[src/rtl/main_register_pkg.sv]
// Shared sizing constants and index type for the main register file.
package main_register_pkg;

    localparam int WIDTH = 16;
    localparam int NREGS = 8;
    localparam int AW    = 3;

    typedef logic [AW-1:0] reg_idx_t;

endpackage

[src/rtl/main_register_reg_cell.sv]
// One storage word of the register file: synchronous clear, load on enable, otherwise hold.
module reg_cell
    import main_register_pkg::*;
(
    input  logic             clk,
    input  logic             rst,
    input  logic             load,
    input  logic [WIDTH-1:0] d,
    output logic [WIDTH-1:0] q
);

    always_ff @(posedge clk) begin
        if (rst) begin
            q <= '0;
        end else if (load) begin
            q <= d;
        end
    end

endmodule

[src/rtl/main_register.sv]
// Eight-entry register file supporting IN (external load) and MOVE (register copy);
// the register selected by dest is always shown on out.
module main_register
    import main_register_pkg::*;
(
    input  logic             clk,
    input  logic             rst,
    input  reg_idx_t         source,
    input  reg_idx_t         dest,
    input  logic             move,
    input  logic             in,
    input  logic [WIDTH-1:0] data,
    output logic [WIDTH-1:0] out
);

    logic [WIDTH-1:0] regs [NREGS];
    logic [NREGS-1:0] write_en;
    logic [WIDTH-1:0] write_data;

    // IN takes priority over MOVE; a MOVE reads the value held before the edge.
    always_comb begin
        write_data = in ? data : regs[source];
    end

    always_comb begin
        write_en = '0;
        if (in || move) begin
            write_en[dest] = 1'b1;
        end
    end

    for (genvar i = 0; i < NREGS; i++) begin : g_cells
        reg_cell u_cell (
            .clk  (clk),
            .rst  (rst),
            .load (write_en[i]),
            .d    (write_data),
            .q    (regs[i])
        );
    end

    always_comb begin
        out = regs[dest];
    end

endmodule

[config.mk]
export PLATFORM = sky130hd
export DESIGN_NAME = main_register
export DESIGN_NICKNAME = d
export VERILOG_FILES = /design/src/rtl/main_register_pkg.sv /design/src/rtl/main_register_reg_cell.sv /design/src/rtl/main_register.sv
export SDC_FILE = /design/constraint.sdc
export NUM_CORES = 1
export LEC_CHECK = 0
export ABC_AREA = 1
export BUFFER_PORTS_ARGS = -buffer_cell sky130_fd_sc_hd__buf_2
export CAP_MARGIN = 20
export CORE_MARGIN = 2
export CORE_UTILIZATION = 45
export DETAILED_ROUTE_END_ITERATION = 8
export GPL_ROUTABILITY_DRIVEN = 0
export PLACE_DENSITY = 0.61
export SYNTH_ARGS = -nofsm -noshare
export SYNTH_HDL_FRONTEND = slang
export SYNTH_SLANG_ARGS = --single-unit
[constraint.sdc]
create_clock -name clk -period 2.22 [get_ports clk]
set_input_delay 0.111 -clock clk [delete_from_list [all_inputs] [get_ports clk]]
set_output_delay 0.111 -clock clk [all_outputs]
set_load 0.05 [all_outputs]
==> qor.yml, run 1 <==
setup_path:
  critical_path.slowest_cell: "nand3_2"
  worst-path-buf-inv: 3
  cp_data_arrival_time_ps: 1720
  crit_path_frequent_cell: "buf_2"
  critPathMaxStageDelay_ps: 430
  crit_chain: "buf_2 > inv_2 > nand3_2 > o22ai_1 > nor2_1 > nand4_1 > buf_2"
  reg2reg_setup_slack_ps: 850
  timing.critical_path.max_delay_family: "simple AND/OR/NAND/NOR gates"
  crit_fanout: 15
  critPathLaunchType: "primary input"
  worst_setup_path_end_kind: "primary output"
  critPathRequiredTime_ps: 2110
  crit_type: "primary input to primary output"
power_and_ir_drop:
  total_power_mw: 6.461
  ir_drop_mv: 0.5591
  p_leak_nw: 4.462
  power.density_cell_area_nw_per_um2: 741.7
logic_synthesis:
  synth-simple-area-share_pct: 34.17
  synth_compound_gate_area_share_pct: 14.52
  synth-warning-count: 0
  postSynthRegisterBits: 128
  xor_xnor_cell_area_share_of_the_yosys_netlist_pct: 0
  synthesis.area_per_instance_um2: 6.206
  synthesis.area_um2: 7652
  combinational_family_with_the_most_area_after_synthesis: "simple AND/OR/NAND/NOR gates"
  post_synth_num_cell_types: 21
  synth_fa_ha_area_share_pct: 0
  synth_mux_area_share_pct: 0
  postSynthCellCount: 1233
  synth_sequential_area_ratio_pct: 33.49
  syn-num-nets: 1259
finish:
  num_antenna_cells: 0
  multiInputGateArea_um2: 3726
  fraction_of_layout_cells_with_a_size_suffix_above_1_pct: 11.70
  fillerInstances: 1744
  max_flop_register: "g_cells.u_cell.q"
  final_nets: 1288
  postLayoutCellArea_um2: 8711
  ff_latch_area_um2: 2562
  instances_no_fill: 1494
  postLayoutCoreUtil_pct: 52.53
  biggestRegsByFlops: "g_cells.u_cell.q: 128 flops"
  area.growth.synth_to_final_pct: 13.83
  max_reg_flops: 128
min_path:
  holdCritPathClass: "primary input to flip-flop"
route:
  routed_via_density: 5.509
  wl_per_cell_um: 18.69
  drc: 0
  detail_route.iter0.violations: 1016
  detailedRoute.firstPassIterationCount: 6
  postRouteAntennaNets: 0
  via_count: 8230
  drt_wirelength_mm: 27.92
sta:
  period_needed_ps: 1835
  post_route_setup_tns_ps: 0
  max_freq_mhz: 545.1
  number_of_hold_violations_in_the_final_report: 0
  clock-skew-final_ps: 7.200
  hold-worst-slack_ps: 178.5
  grt_setup_unrepaired: "no"
  postLayoutSetupSlackWorst_ps: 385.3
  timing.max_slew.rel_slack_pct: 48.89
  worst-slew-pin-transition_ps: 765.6
  fin_crit_sh_pct: 82.64
  report.final.slew_viol_count: 0
  setup_violations: 0
global_routing:
  globalRoute.busiestLayer: "met2"
  grt_overflow: 0
  grtUsageMet3_pct: 6.538
  grt_pass1_vias: 7264
  groute.layer.met1.usage_pct: 43.71
  globalRouteTotalUtil_pct: 31.10
  wire_length_of_the_first_global_routing_pass_mm: 42.19
  antenna_found_initial: 0
  met2_usage_pct: 47.39
  grt_max_degree: 65
clocking:
  holdBufCountCts: 0
  worst_skew_pair.late_latency_ps: 430
  cts_setup_buffers: 0
  cts_buffer_depth: 2
  post_cts_resize_count: 0
  cts.htree.levels: 4
  cts_tree: "yes"
  cts_root_buffer: "clkbuf_16"
  clock_sink_count: 128
  cts_made_buffers: 17
  path_clk_slew_ps: 60
die:
  num_rows: 47
  die_w_um: 134.4
  initial_utilization_pct: 46.14
  die_h_um: 134.4
  design.core.area_um2: 16580
  top_level_ports: 42
  fp.dieArea_um2: 18060
placement:
  post_detail_place_hpwl_mm: 17.22
  dp.cells: 1463
  worst_slack_at_placement_ps: 435.6
  postPlaceCellArea_um2: 8102
  port_buffers: 41
outcome:
  run_status: "finished clean"
job:
  max_cap_violations: 0
worst register-to-register path, cell delays in order (launching register included):
cell     delay [ps]
dfxtp_1         300
inv_1           140
nand2_1          80
nand3_1          90
nand3_1         110
nand3_1         290
nand3_1         140
nand2_1          80
inv_1            40
per-layer routing:
| layer | part of all wire (%) | wire length [µm] | up-vias |
|---|---|---|---|
| li1 | - | - | 3958 |
| met1 | 43 | 11910 | 3716 |
| met2 | 43 | 12090 | 495 |
| met3 | 12 | 3223 | 61 |
| met4 | 2.5 | 691 | 0 |
| met5 | 0 | 0 | - |
final timing paths:
| path | start | to | cells after the start |
|---|---|---|---|
| max | dest[1] | out[10] | 7 |
| min | data[9] | g_cells[2].u_cell.q[9]$_SDFFE_PP0P_ | 5 |
| max reg2reg | g_cells[1].u_cell.q[0]$_SDFFE_PP0P_ | g_cells[6].u_cell.q[0]$_SDFFE_PP0P_ | 8 |
| min reg2reg | g_cells[7].u_cell.q[11]$_SDFFE_PP0P_ | g_cells[7].u_cell.q[11]$_SDFFE_PP0P_ | 4 |
area by class of cell:
cell class / count / share of cell area [%]
clock inverter: 5 / 1.149
sequential: 128 / 29.42
clock buffer: 26 / 5.846
tap: 220 / 3.160
inverter: 279 / 12.02
multi-input combinational: 764 / 42.78
timing repair buffer: 72 / 5.631
cell usage in the layout (no fill, tap or decap):
cell | Yosys | final
nor2_1 | 15 | 15
inv_2 | 13 | 13
clkinv_2 | 0 | 2
inv_1 | 264 | 264
o22ai_1 | 44 | 44
clkinv_1 | 2 | 2
buf_2 | 31 | 40
nand2_1 | 289 | 289
buf_12 | 0 | 4
nand3b_1 | 2 | 2
bufinv_16 | 0 | 3
a21oi_1 | 120 | 120
clkbuf_16 | 0 | 17
nor2_4 | 8 | 8
nor2_8 | 1 | 1
nand4_1 | 6 | 6
buf_4 | 0 | 28
nand3_1 | 243 | 243
dfxtp_1 | 128 | 128
nand3_4 | 2 | 2
clkbuf_1 | 21 | 4
a21oi_2 | 20 | 20
nand3_2 | 6 | 6
a22oi_1 | 8 | 8
clkbuf_8 | 0 | 5
cells in the mapped netlist (all sizes together):
master,instances,area (µm²)
nand2,289,1085
inv,277,1040
nand3,251,1311
a21oi,140,775.8
dfxtp,128,2562
o22ai,44,275.3
buf,41,237.7
nor2,24,166.4
clkbuf,21,78.83
a22oi,8,60.06
nand4,6,37.54
clkinv,2,7.510
nand3b,2,15.01
where the power goes:
| group | internal [mW] | total, mW | leakage, nW | switching (mW) |
|---|---|---|---|---|
| sequential | 2.41 | 2.45 | 1.04 | 0.0384 |
| combinational | 0.296 | 1.06 | 3.12 | 0.759 |
| clock | 1.91 | 2.96 | 0.300 | 1.05 |
kinds of logic after synthesis:
| logic type | Yosys count |
|---|---|
| AO/OA/AOI/OAI | 192 |
| buffers and inverters | 341 |
| flip-flops | 128 |
| AND/OR/NAND/NOR | 572 |
Power figures use the tool's default switching activity.
==> run 2: changes to the inputs <==
--- a/config.mk
+++ b/config.mk
@@ -5,7 +5,7 @@
 export SDC_FILE = /design/constraint.sdc
 export NUM_CORES = 1
 export LEC_CHECK = 0
-export ABC_AREA = 1
+export ABC_AREA = 0
 export BUFFER_PORTS_ARGS = -buffer_cell sky130_fd_sc_hd__buf_2
 export CAP_MARGIN = 20
 export CORE_MARGIN = 2
==> constraint.sdc (replaced) <==
create_clock -name clk -period 1.8 [get_ports clk]
set_input_delay 0.09 -clock clk [delete_from_list [all_inputs] [get_ports clk]]
set_output_delay 0.09 -clock clk [all_outputs]
set_load 0.05 [all_outputs]
==> qor.yml, run 2 <==
sta:
  fin_crit_sh_pct: 99.11
  number_of_hold_violations_in_the_final_report: 0  # unchanged
  clock-skew-final_ps: 7.632  # +0.4315 ps
  timing.max_slew.rel_slack_pct: 66.26  # +17 points
  report.final.slew_viol_count: 0  # unchanged
  period_needed_ps: 1784
  max_freq_mhz: 560.5
  post_route_setup_tns_ps: 0  # unchanged
  postLayoutSetupSlackWorst_ps: 15.98  # -369.3 ps
  setup_violations: 0  # unchanged
  worst-slew-pin-transition_ps: 506.1  # -259.5 ps
setup_path:
  critPathLaunchType: "flip-flop"
  critPathRequiredTime_ps: 1710  # -400 ps
  crit_fanout: 3  # -12
  worst_setup_path_end_kind: "primary output"
  cp_data_arrival_time_ps: 1690  # -30 ps
  worstRegToRegCells: 3  # -5
  crit_type: "flip-flop to primary output"
logic_synthesis:
  synth-async-reset-ratio_pct: 0  # unchanged
  synth-warning-count: 0  # unchanged
  synthesis.area_um2: 8142  # +6.4%
  synth_most_common_cell: "nand3_1"
  post-synth-top-area-cell: "dfxtp_1"
  synth_area_leaders: "dfxtp_1 (31%), o221ai_1 (9.9%), nand2b_1 (8.8%)"
  synth.top_cell.area_share_pct: 31.47  # -2.0 points
  ys.flop_type: "dfxtp_1"
  synth_sequential_area_ratio_pct: 31.47  # -2.0 points
  ys_top_cells_by_count: "nand3_1 (140), dfxtp_1 (128), nand2b_1 (114)"
  synthesis.area_per_instance_um2: 10.04  # +62%
  synth_enable_flop_cells: 0  # unchanged
  post_synth_num_cell_types: 44  # +110%
  postSynthRegisterBits: 128  # unchanged
  syn-num-nets: 837  # -34%
  postSynthCellCount: 811  # -34%
clocking:
  holdBufCountCts: 0  # unchanged
  cts_made_buffers: 17  # unchanged
  cts_root_buffer: "clkbuf_16"
  clock_sink_count: 128  # unchanged
  cts_buffer_depth: 2  # unchanged
  cts_tree: "yes"
  cts_setup_buffers: 0  # unchanged
  path_clk_slew_ps: 60  # about the same
  worst_skew_pair.late_latency_ps: 430  # about the same
  cts.htree.levels: 4  # unchanged
finish:
  area.growth.synth_to_final_pct: 17.34
  commonest_non_fill_non_tap_cell_in_the_layout: "nand3_1"
  ff_latch_area_um2: 2564  # about the same
  max_flop_register: "g_cells.u_cell.q"
  multiInputGateArea_um2: 5127  # +38%
  num_antenna_cells: 0  # unchanged
  fraction_of_layout_cells_with_a_size_suffix_above_1_pct: 28.97  # +17 points
  layout.cells.most_common_list: "nand3_1 (140), dfxtp_1 (127), nand2b_1 (114)"
  final_nets: 877  # -32%
  fillerInstances: 1548  # -11%
  max_reg_flops: 128  # unchanged
  biggestRegsByFlops: "g_cells.u_cell.q: 128 flops"
global_routing:
  globalRouteTotalUtil_pct: 30.62  # -0.48 points
  grt_pass1_vias: 7589  # +4.5%
  antenna_found_initial: 0  # unchanged
  grt_max_degree: 81  # +25%
  grt_overflow: 0  # unchanged
  wire_length_of_the_first_global_routing_pass_mm: 45.29  # +7.3%
route:
  routed_via_density: 7.114  # +29%
  via_count: 7769  # -5.6%
  drt_wirelength_mm: 29.99  # +7.4%
  drc: 0  # unchanged
  detail_route.iter0.violations: 1090  # +7.3%
  wl_per_cell_um: 27.46  # +47%
  detailedRoute.firstPassIterationCount: 8  # +2
  postRouteAntennaNets: 0  # unchanged
power_and_ir_drop:
  ir_drop_mv: 0.7159  # +28%
  p_leak_nw: 3.339  # -25%
  power.density_cell_area_nw_per_um2: 795.2  # +7.2%
die:
  die_h_um: 138.5  # +3.1%
  initial_utilization_pct: 45.63  # -0.51 points
  num_rows: 49  # +4.3%
  design.core.area_um2: 17840  # +7.6%
  die_w_um: 138.5  # +3.1%
  fp.dieArea_um2: 19180  # +6.2%
  top_level_ports: 42  # unchanged
min_path:
  hold_depth: 4  # -1
  holdCritPathClass: "primary input to flip-flop"
outcome:
  run_status: "finished clean"
placement:
  worst_slack_at_placement_ps: 71.72  # -363.9 ps
  post_detail_place_hpwl_mm: 19.08  # +11%
  port_buffers: 41  # unchanged
job:
  max_cap_violations: 0  # unchanged
[run 2: changes by cell type in the layout (fill, tap and decap cells not counted), sizes merged, moves of 19 or more]
cell    before  now
nand2b       0  114
mux4         0   44
nand2      289   19
mux2i        0   19
nand3      251  140
o221ai       0  114
o22ai       44    3
a21oi      140    0
inv        277    3
buf         72  125
[run 2: final cells by class]
class                      instances  area share (%)
timing repair buffer             125           10.14
multi-input combinational        576           53.67
clock inverter                    11           1.454
sequential                       128           26.84
tap                              229           2.999
inverter                           3          0.1179
clock buffer                      20           4.781
[run 2: cell families after synthesis]
logic type / after synthesis / synth area share [%]
DFF: 128 / 31.47
AOI/OAI and AO/OA: 173 / 19.84
muxes: 78 / 19.64
and+or+nand+nor: 325 / 22.81
buffers and inverters: 107 / 6.239
[run 2: stage by stage]
| step | hold WS, ps | total power, mW | area, µm² | instances | utilization (%) |
|---|---|---|---|---|---|
| after floorplan | 405.7 | 3.647 | 8148 | 811 | - |
| after global placement | 517.7 | 4.014 | 8911 | 1061 | 49.95 |
| after detailed placement | 520.3 | 4.029 | 8911 | 1061 | 49.95 |
| after CTS | 250.6 | 7.568 | 9514 | 1092 | 53.33 |
| after global routing | 285.1 | 7.755 | 9553 | 1092 | 53.55 |
| final | 259.9 | 7.597 | 9553 | 1092 | 53.55 |
[run 2: worst max-delay path, cell delays in order, from the launching register on]
cell       delay, ps
dfxtp_1          330
mux2_2           280
a221o_1          320
o2bb2ai_2        140
buf_4            200
[run 2: path summary, 6_finish.rpt]
check	from	slack, ps	endpoint
setup / recovery	g_cells[4].u_cell.q[5]$_SDFFE_PP0P_	20	out[5]
hold / removal	data[3]	260	g_cells[7].u_cell.q[3]$_SDFFE_PP0P_
setup reg to reg	g_cells[5].u_cell.q[13]$_SDFFE_PP0P_	280	g_cells[5].u_cell.q[13]$_SDFFE_PP0P_
hold reg to reg	g_cells[7].u_cell.q[15]$_SDFFE_PP0P_	530	g_cells[7].u_cell.q[15]$_SDFFE_PP0P_
[run 2: where the power goes]
part	internal, mW	switching [mW]
Sequential	2.89	0.0456
Combinational	0.397	0.680
Clock	2.23	1.35
[run 2: repair_timing]
item / in CTS / in global routing
resized for setup: 3 / 8
endpoints found under the setup margin: 3 / 5
pin swaps: 1 / 1
[run 2: layer usage]
metal | vias to the layer above | part of all wire (%) | GRT usage [%]
met3 | 110 | 9.3 | 7.205
met5 | - | 0 | 0
met1 | 3905 | 40 | 39.87
met4 | 0 | 4.2 | 13.86
li1 | 3283 | - | -
met2 | 471 | 46 | 48.59
